--- config.mk ---
export PLATFORM = sky130hd
export DESIGN_NAME = mem_access_unit
export DESIGN_NICKNAME = d
export VERILOG_FILES = /design/src/rtl/mem_pkg.sv /design/src/rtl/load_extend.sv /design/src/rtl/mem_access_unit.sv
export SDC_FILE = /design/constraint.sdc
export NUM_CORES = 1
export LEC_CHECK = 0
export ABC_CLOCK_PERIOD_IN_PS = 2700
export CAP_MARGIN = 20
export CORE_MARGIN = 4
export CORE_UTILIZATION = 50
export CTS_CLUSTER_SIZE = 12
export DETAILED_ROUTE_END_ITERATION = 16
export PLACE_DENSITY = 0.83
export SLEW_MARGIN = 30
export SYNTH_ARGS = -nofsm -noshare
export SYNTH_HDL_FRONTEND = slang
export SYNTH_SLANG_ARGS = --single-unit
--- constraint.sdc ---
create_clock -name clk -period 2.7 [get_ports clk]
set_input_delay 0.81 -clock clk [delete_from_list [all_inputs] [get_ports clk]]
set_output_delay 0.81 -clock clk [all_outputs]
set_load 0.01 [all_outputs]
--- src/rtl/mem_pkg.sv ---
// rtl/mem_pkg.sv - shared funct3 codes, FSM states and access-size helpers
package mem_pkg;

  localparam logic [2:0] LB  = 3'b000;
  localparam logic [2:0] LH  = 3'b001;
  localparam logic [2:0] LW  = 3'b010;
  localparam logic [2:0] LBU = 3'b100;
  localparam logic [2:0] LHU = 3'b101;
  localparam logic [2:0] SB  = 3'b000;
  localparam logic [2:0] SH  = 3'b001;
  localparam logic [2:0] SW  = 3'b010;

  typedef enum logic [1:0] {IDLE, XFER, DRAIN, RESP} state_t;

  function automatic logic [2:0] size_to_n(input logic [1:0] size);
    case (size)
      2'b00:   return 3'd1;
      2'b01:   return 3'd2;
      default: return 3'd4;
    endcase
  endfunction

  // Legal opcode for the direction and naturally aligned for its size.
  function automatic logic access_ok(input logic write, input logic [2:0] funct3,
                                     input logic [1:0] addr_lo);
    logic legal;
    logic aligned;
    if (write) legal = funct3 inside {SB, SH, SW};
    else       legal = funct3 inside {LB, LH, LW, LBU, LHU};
    case (funct3[1:0])
      2'b01:   aligned = ~addr_lo[0];
      2'b10:   aligned = (addr_lo == 2'b00);
      default: aligned = 1'b1;
    endcase
    return legal && aligned;
  endfunction

endpackage

--- src/rtl/load_extend.sv ---
// rtl/load_extend.sv - sign/zero extension of assembled load data
module load_extend
  import mem_pkg::*;
(
  input  logic [2:0]  funct3,
  input  logic [31:0] raw,
  output logic [31:0] data
);

  always_comb begin
    data = raw;
    case (funct3)
      LB:      data = {{24{raw[7]}}, raw[7:0]};
      LH:      data = {{16{raw[15]}}, raw[15:0]};
      LBU:     data = {24'h000000, raw[7:0]};
      LHU:     data = {16'h0000, raw[15:0]};
      default: data = raw;
    endcase
  end

endmodule

--- src/rtl/mem_access_unit.sv ---
// rtl/mem_access_unit.sv - splits word/half/byte loads and stores into byte-memory accesses
module mem_access_unit
  import mem_pkg::*;
(
  input  logic        clk,
  input  logic        rst_n,
  input  logic        req_valid,
  output logic        req_ready,
  input  logic        req_write,
  input  logic [2:0]  req_funct3,
  input  logic [31:0] req_addr,
  input  logic [31:0] req_wdata,
  output logic        rsp_valid,
  output logic        rsp_err,
  output logic [31:0] rsp_rdata,
  output logic        mem_en,
  output logic        mem_we,
  output logic [31:0] mem_addr,
  output logic [7:0]  mem_wdata,
  input  logic [7:0]  mem_rdata
);

  state_t      state;
  logic [1:0]  idx;
  logic [1:0]  nidx;
  logic [2:0]  funct3_q;
  logic        write_q;
  logic [31:0] wdata_q;
  logic [31:0] raw;
  logic [31:0] raw_next;
  logic [31:0] ext_data;
  logic        cap_valid;
  logic [1:0]  cap_lane;
  logic        last;

  // Read data lags mem_en by one cycle, so lanes are filled one cycle behind the strobe.
  always_comb begin
    raw_next = raw;
    if (cap_valid) raw_next[{cap_lane, 3'b000} +: 8] = mem_rdata;
  end

  assign nidx = idx + 2'd1;
  assign last = ({1'b0, idx} == (size_to_n(funct3_q[1:0]) - 3'd1));

  load_extend u_load_extend (
    .funct3 (funct3_q),
    .raw    (raw_next),
    .data   (ext_data)
  );

  always_ff @(posedge clk or negedge rst_n) begin
    if (!rst_n) begin
      state     <= IDLE;
      req_ready <= 1'b0;
      rsp_valid <= 1'b0;
      rsp_err   <= 1'b0;
      rsp_rdata <= '0;
      mem_en    <= 1'b0;
      mem_we    <= 1'b0;
      mem_addr  <= '0;
      mem_wdata <= '0;
      idx       <= '0;
      funct3_q  <= '0;
      write_q   <= 1'b0;
      wdata_q   <= '0;
      raw       <= '0;
      cap_valid <= 1'b0;
      cap_lane  <= '0;
    end else begin
      raw       <= raw_next;
      cap_valid <= mem_en & ~mem_we;
      cap_lane  <= idx;
      case (state)
        IDLE: begin
          if (req_ready && req_valid) begin
            req_ready <= 1'b0;
            funct3_q  <= req_funct3;
            write_q   <= req_write;
            wdata_q   <= req_wdata;
            raw       <= '0;
            idx       <= '0;
            if (access_ok(req_write, req_funct3, req_addr[1:0])) begin
              state     <= XFER;
              mem_en    <= 1'b1;
              mem_we    <= req_write;
              mem_addr  <= req_addr;
              mem_wdata <= req_wdata[7:0];
            end else begin
              state     <= RESP;
              rsp_valid <= 1'b1;
              rsp_err   <= 1'b1;
              rsp_rdata <= '0;
            end
          end else begin
            req_ready <= 1'b1;
          end
        end
        XFER: begin
          if (last) begin
            mem_en <= 1'b0;
            mem_we <= 1'b0;
            if (write_q) begin
              state     <= RESP;
              rsp_valid <= 1'b1;
              rsp_err   <= 1'b0;
              rsp_rdata <= '0;
            end else begin
              state <= DRAIN;
            end
          end else begin
            idx       <= nidx;
            mem_addr  <= mem_addr + 32'd1;
            mem_wdata <= wdata_q[{nidx, 3'b000} +: 8];
          end
        end
        DRAIN: begin
          state     <= RESP;
          rsp_valid <= 1'b1;
          rsp_err   <= 1'b0;
          rsp_rdata <= ext_data;
        end
        RESP: begin
          state     <= IDLE;
          req_ready <= 1'b1;
          rsp_valid <= 1'b0;
          rsp_err   <= 1'b0;
          rsp_rdata <= '0;
        end
        default: state <= IDLE;
      endcase
    end
  end

endmodule

Word level (Yosys, flattened, before mapping)
Cells that the tools add are included.
W data, S select, Z words.

cells by class
  add/sub/neg operators = 4
  multiplexer cells = 50
  equality and inequality tests = 20
  bitwise logic cells = 3
  shifts and indexed selects = 3
  reduce and logical (&&, ||, !) cells = 18

operator list
  cell                      count
  $mux W32                  10
  $pmux W32 S4              2
  $pmux W32 S2              1
  $add A32 B1 Y32 const B   1
  $bwmux W32                1
  $shift A8 B7 Y32 const A  1
  $shiftx A32 B6 Y8         1
  $shiftx A8 B7 Y32         1
  $mux W8                   3
  $mux W1                   18
  $pmux W8 S2               1
  $eq A3 B3 Y1 const B      4
  $ne A2 B2 Y1 const B      6
  $reduce_and A4 Y1         3
  $mux W2                   5
  $pmux W1 S2               4
  $pmux W2 S4               1
  $neg A5 Y7                1
  $eq A2 B1 Y1 const B      3
  $eq A2 B2 Y1 const B      3
  $eq A3 B1 Y1 const B      2
  $logic_not A2 Y1          3
  $logic_not A3 Y1          2
  $pmux W3 S2               1
  other kinds (16)          20

storage, ports and cells
  bits of input ports = 79
  output and inout bits = 77
  flip-flop bits (word level) = 152
  word-level logic and storage cells = 114

Depth between registers and ports, before layout
  depth in word-level cells = 9
  mapped depth = 9

Hierarchy
From an unflattened synthesis, not the netlist that was laid out.

second synthesis, totals
  cell total of the unflattened synthesis = 859
  area total of the unflattened synthesis = 8,017.7 um2

by module, submodules not included
  module           times used  sequential area each (um2)  area an instance (um2)  cells an instance
  mem_access_unit  1           3,803.6                     7,662.3                 792
  load_extend      1           0.0                         355.3                   67

Least setup slack after synthesis
Ideal clock, no wire load.

  path type = input -> register
  start = input port req_funct3[0]
  end = register rsp_rdata[20]
  path slack = 155 ps
  data arrival time = 2,421 ps
  stages on the path = 7
  path buffers = 1
  path through = inv_1 -> ha_1 -> a32oi_1 -> a31o_2 -> a221oi_4 -> buf_2 -> mux2_2

between the ends
  longest elaborated chain between the ends = 8
  elaborated cells on any way between the ends = 18

RTL lines
  element                                                   RTL line                      RTL
  start, declared                                           mem_access_unit.sv:10         input logic [2:0] req_funct3,
  $eq A3 B1 Y1, or another cell as far along                mem_pkg.sv:28, mem_pkg.sv:29
  $reduce_bool A5 Y1 or $reduce_bool A3 Y1 (tied branches)  mem_pkg.sv:29, mem_pkg.sv:28
  $mux W1                                                   mem_pkg.sv:28                 if (write) legal = funct3 inside {SB, SH, SW};
  $mux W1                                                   mem_access_unit.sv:75         if (req_ready && req_valid) begin
  $mux W1                                                   mem_access_unit.sv:73         case (state)
  $logic_and A1 B1 Y1 *                                     mem_pkg.sv:35                 return legal && aligned;
  $ne A2 B2 Y1 (no line) *                                  n/a
  $reduce_and A4 Y1 (no line) *                             n/a
  end signal, assigned                                      mem_access_unit.sv:120        rsp_rdata <= ext_data;
  end, declared                                             mem_access_unit.sv:15         output logic [31:0] rsp_rdata,

Every way passes the cells marked *; elsewhere a longest branch is shown, timed or not. The select of a mux whose other input is x is not followed.
A chain may end at the register's enable or synchronous reset.

Worst setup path after layout
  start = input port req_funct3[1]
  end = register rsp_rdata[5]

Same word-level chain as after synthesis.

==> flow_metrics.tcl <==
set metrics [dict create \
    critPathMaxStageDelay_ns 0.52 \
    crit_required_ns 3.01 \
    whs_ns 0.3317 \
    rr_endpoint "rsp_rdata[18]" \
    grt_pass1_wl_um 35460 \
    clk_pin_slew_ns 0.06 \
    status "finished, final reports clean" \
    fin_crit_sh 0.9978 \
    cellPowerDensity_nw_per_um2 1213 \
    hold_buffers 0 \
    yosys_warnings 0 \
    post-route-min-period_ns 2.694 \
    ys.flop_type "dfrtp_1" \
    worst_slack_ns 0.005939 \
    cp.arrival_ns 3.00 \
    maxSlewViolCount 0 \
    crit_chain "clkdlybuf4s50_1 > inv_2 > ha_1 > nor2_2 > a32oi_1 > a31o_2 > a221oi_4 > buf_12 > clkbuf_16 > mux2_1" \
    die_w_um 132.6 \
    syn_area_um2 7760 \
    wl_um 22010 \
    worstSkewPairLatency_ns 0.43 \
    dr.pass1.iters 5 \
    setup_violations 0 \
    critPathSlowestCell "clkdlybuf4s50_1" \
    cp_max_fo 6 \
    r2r_cells 8 \
    rsz0062_at_grt "no" \
    area_growth_pct 35.04 \
    hold_violations 0 \
    synth_seq_cells 152 \
    yosysMostFrequentCell "dfrtp_1" \
    tightest_slew_ns 0.7686 \
    cts.htree.levels 4 \
    cts_tree "done" \
    layout-drive-gt1-share 0.1201 \
    numCtsBuffers 17 \
    start_util 0.5105 \
    max_cap_viol_count 0 \
    utilization 0.6893 \
    rows 45 \
    cp_top_family "buffers and inverters" \
    routabilityCongestion 0.8822 \
    path_buf_inv 4 \
    cp-end-kind "register" \
    ys_seq_area_frac 0.4902 \
    critPathKind "primary input to register" \
    die_area_um2 17580 \
    irDropWorstVdd_uv 646.0 \
    slew_headroom 0.4863 \
    globalRouteOverflowTotal 0 \
    ys_async_sr_fraction 1.000 \
    placement.io_buffers 155 \
    syn-instance-count 825 \
    drc 0 \
    viasPerCell 6.035 \
    cts.sinks 152 \
    syn_avg_cell_area_um2 9.406 \
    dp_slack_ns -0.4343 \
    synth_area_leaders "dfrtp_1, nand2_1, a21oi_1" \
    syn_nets 917 \
    r2r_start "cap_lane[0]" \
    grt_max_degree 81 \
    yosys.area.top_type "dfrtp_1" \
    nets 1078 \
    clockBufferDepth 2 \
    antenna_left 0 \
    finalClockSkew_ns 0.008532 \
    first_iter_violations 650 \
    cts_root_buf "clkbuf_16" \
    grt_pass1_vias 6959 \
    n_antenna_cell 0 \
    synth_top_area_share 0.4902 \
    rrSetupSlack_ns 0.17 \
    p_leak_nw 4.566 \
    start_kind "primary input" \
    fmax_mhz 371.2 \
    dp_hpwl_um 14740 \
    yosysUniqueCellTypes 56 \
    die_h_um 132.6 \
    antenna_found_initial 1 \
    wire_per_inst_um 18.54 \
    synth_common_cells "dfrtp_1, nand2_1, a21oi_1" \
    io_pins 156 \
    core-area_um2 15200 \
    vias 7163 \
    hp-class "primary input to async pin" \
    grt_usage 0.2469 \
    synth-edff-count 0 \
    p_total_w 0.01271 \
]
-- area by class of cell --
class / count / area, um^2
Multi-Input combinational cell: 592 / 3707
Clock inverter: 14 / 171.4
Tap cell: 188 / 235.2
Clock buffer: 18 / 439.2
Fill cell: 1142 / 4723
Inverter: 23 / 86.33
Timing Repair Buffer: 200 / 2036
Sequential cell: 152 / 3804
-- through the flow --
stage	area (um^2)	instances	TNS, ns
final	10480	1187	0
after global routing	10480	1187	0
after CTS	10380	1183	0
after detailed placement	9766	1151	-22.04
after global placement	9759	1151	-19.35
after floorplan	7760	825	0
-- registers in the layout, summed over array words and instances (netlist names), 3 cells and up --
register,cells
funct3_q,3
mem_addr,32
mem_wdata,8
raw,32
rsp_rdata,32
wdata_q,32
-- cells in the final DEF (no fill, tap or decap), types with 3 or more instances in the layout --
| cell type | netlist | layout |
|---|---|---|
| clkbuf_16 | 0 | 19 |
| a22oi_1 | 23 | 23 |
| nor4_1 | 3 | 3 |
| inv_6 | 0 | 8 |
| a41oi_1 | 9 | 9 |
| clkdlybuf4s50_1 | 0 | 153 |
| nor2_1 | 53 | 50 |
| o21ai_0 | 45 | 45 |
| and3_1 | 9 | 9 |
| a21oi_1 | 63 | 63 |
| buf_4 | 2 | 33 |
| a31o_2 | 4 | 4 |
| a21boi_0 | 6 | 6 |
| mux2i_1 | 18 | 18 |
| buf_6 | 0 | 3 |
| nor3_1 | 3 | 3 |
| nand2_1 | 146 | 146 |
| inv_8 | 0 | 3 |
| nand2b_1 | 6 | 6 |
| nor2b_1 | 10 | 10 |
| mux2_2 | 18 | 18 |
| mux4_2 | 8 | 8 |
| dfrtp_1 | 152 | 152 |
| ha_1 | 13 | 11 |
| inv_1 | 22 | 20 |
| buf_12 | 0 | 8 |
| and4_1 | 10 | 10 |
| nand4_1 | 16 | 16 |
| mux2_1 | 8 | 8 |
| a31oi_1 | 34 | 34 |
| o21bai_1 | 16 | 16 |
| o22ai_1 | 11 | 11 |
| nand3_1 | 28 | 28 |
-- worst max path at each step --
stage                  startpoint            end  slack, ns  cells past startpoint
floorplan           req_funct3[0]  rsp_rdata[20]       0.15                      7
global placement    req_funct3[0]  rsp_rdata[24]      -0.36                      8
detailed placement  req_funct3[0]  rsp_rdata[13]      -0.43                      9
CTS                 req_funct3[0]  rsp_rdata[13]       0.02                      9
global route        req_funct3[1]   rsp_rdata[3]      0.001                     10
finish              req_funct3[1]   rsp_rdata[5]      0.006                     10
-- what timing repair did --
item / in CTS / in global routing
endpoints found under the setup margin: 0 / 33
buffers inserted: 0 / 1
gates resized for setup: 0 / 6
-- where the power goes --
group / internal [W] / leakage [nW] / switching [W]
Combinational: 0.00303 / 2.34 / 0.00331
Sequential: 0.00317 / 1.93 / 0.000728
Clock: 0.00143 / 0.299 / 0.00105
Total: 0.00762 / 4.57 / 0.00509
-- metal layers --
| layer | global-route usage | up-vias | wire length (um) |
|---|---|---|---|
| met1 | 0.3430 | 3484 | 9369 |
| li1 | - | 3302 | - |
| met5 | 0 | - | 9 |
| met3 | 0.04601 | 46 | 1437 |
| met4 | 0.08661 | 2 | 573 |
| met2 | 0.3911 | 329 | 10620 |
-- cells by family (layout without fill, tap and decap cells) --
logic type               count (synthesis)  count (layout)  synth area share
flip-flops                             152             152            0.4902
AO/OA/AOI/OAI                          235             235            0.1924
buffers and inverters                   81             255           0.04063
multiplexers                            52              52           0.08417
AND/OR/NAND/NOR                        292             292            0.1717
adder cells (fa/ha/maj)                 13              13           0.02096
Note: power is estimated with default switching activity, not from simulation.
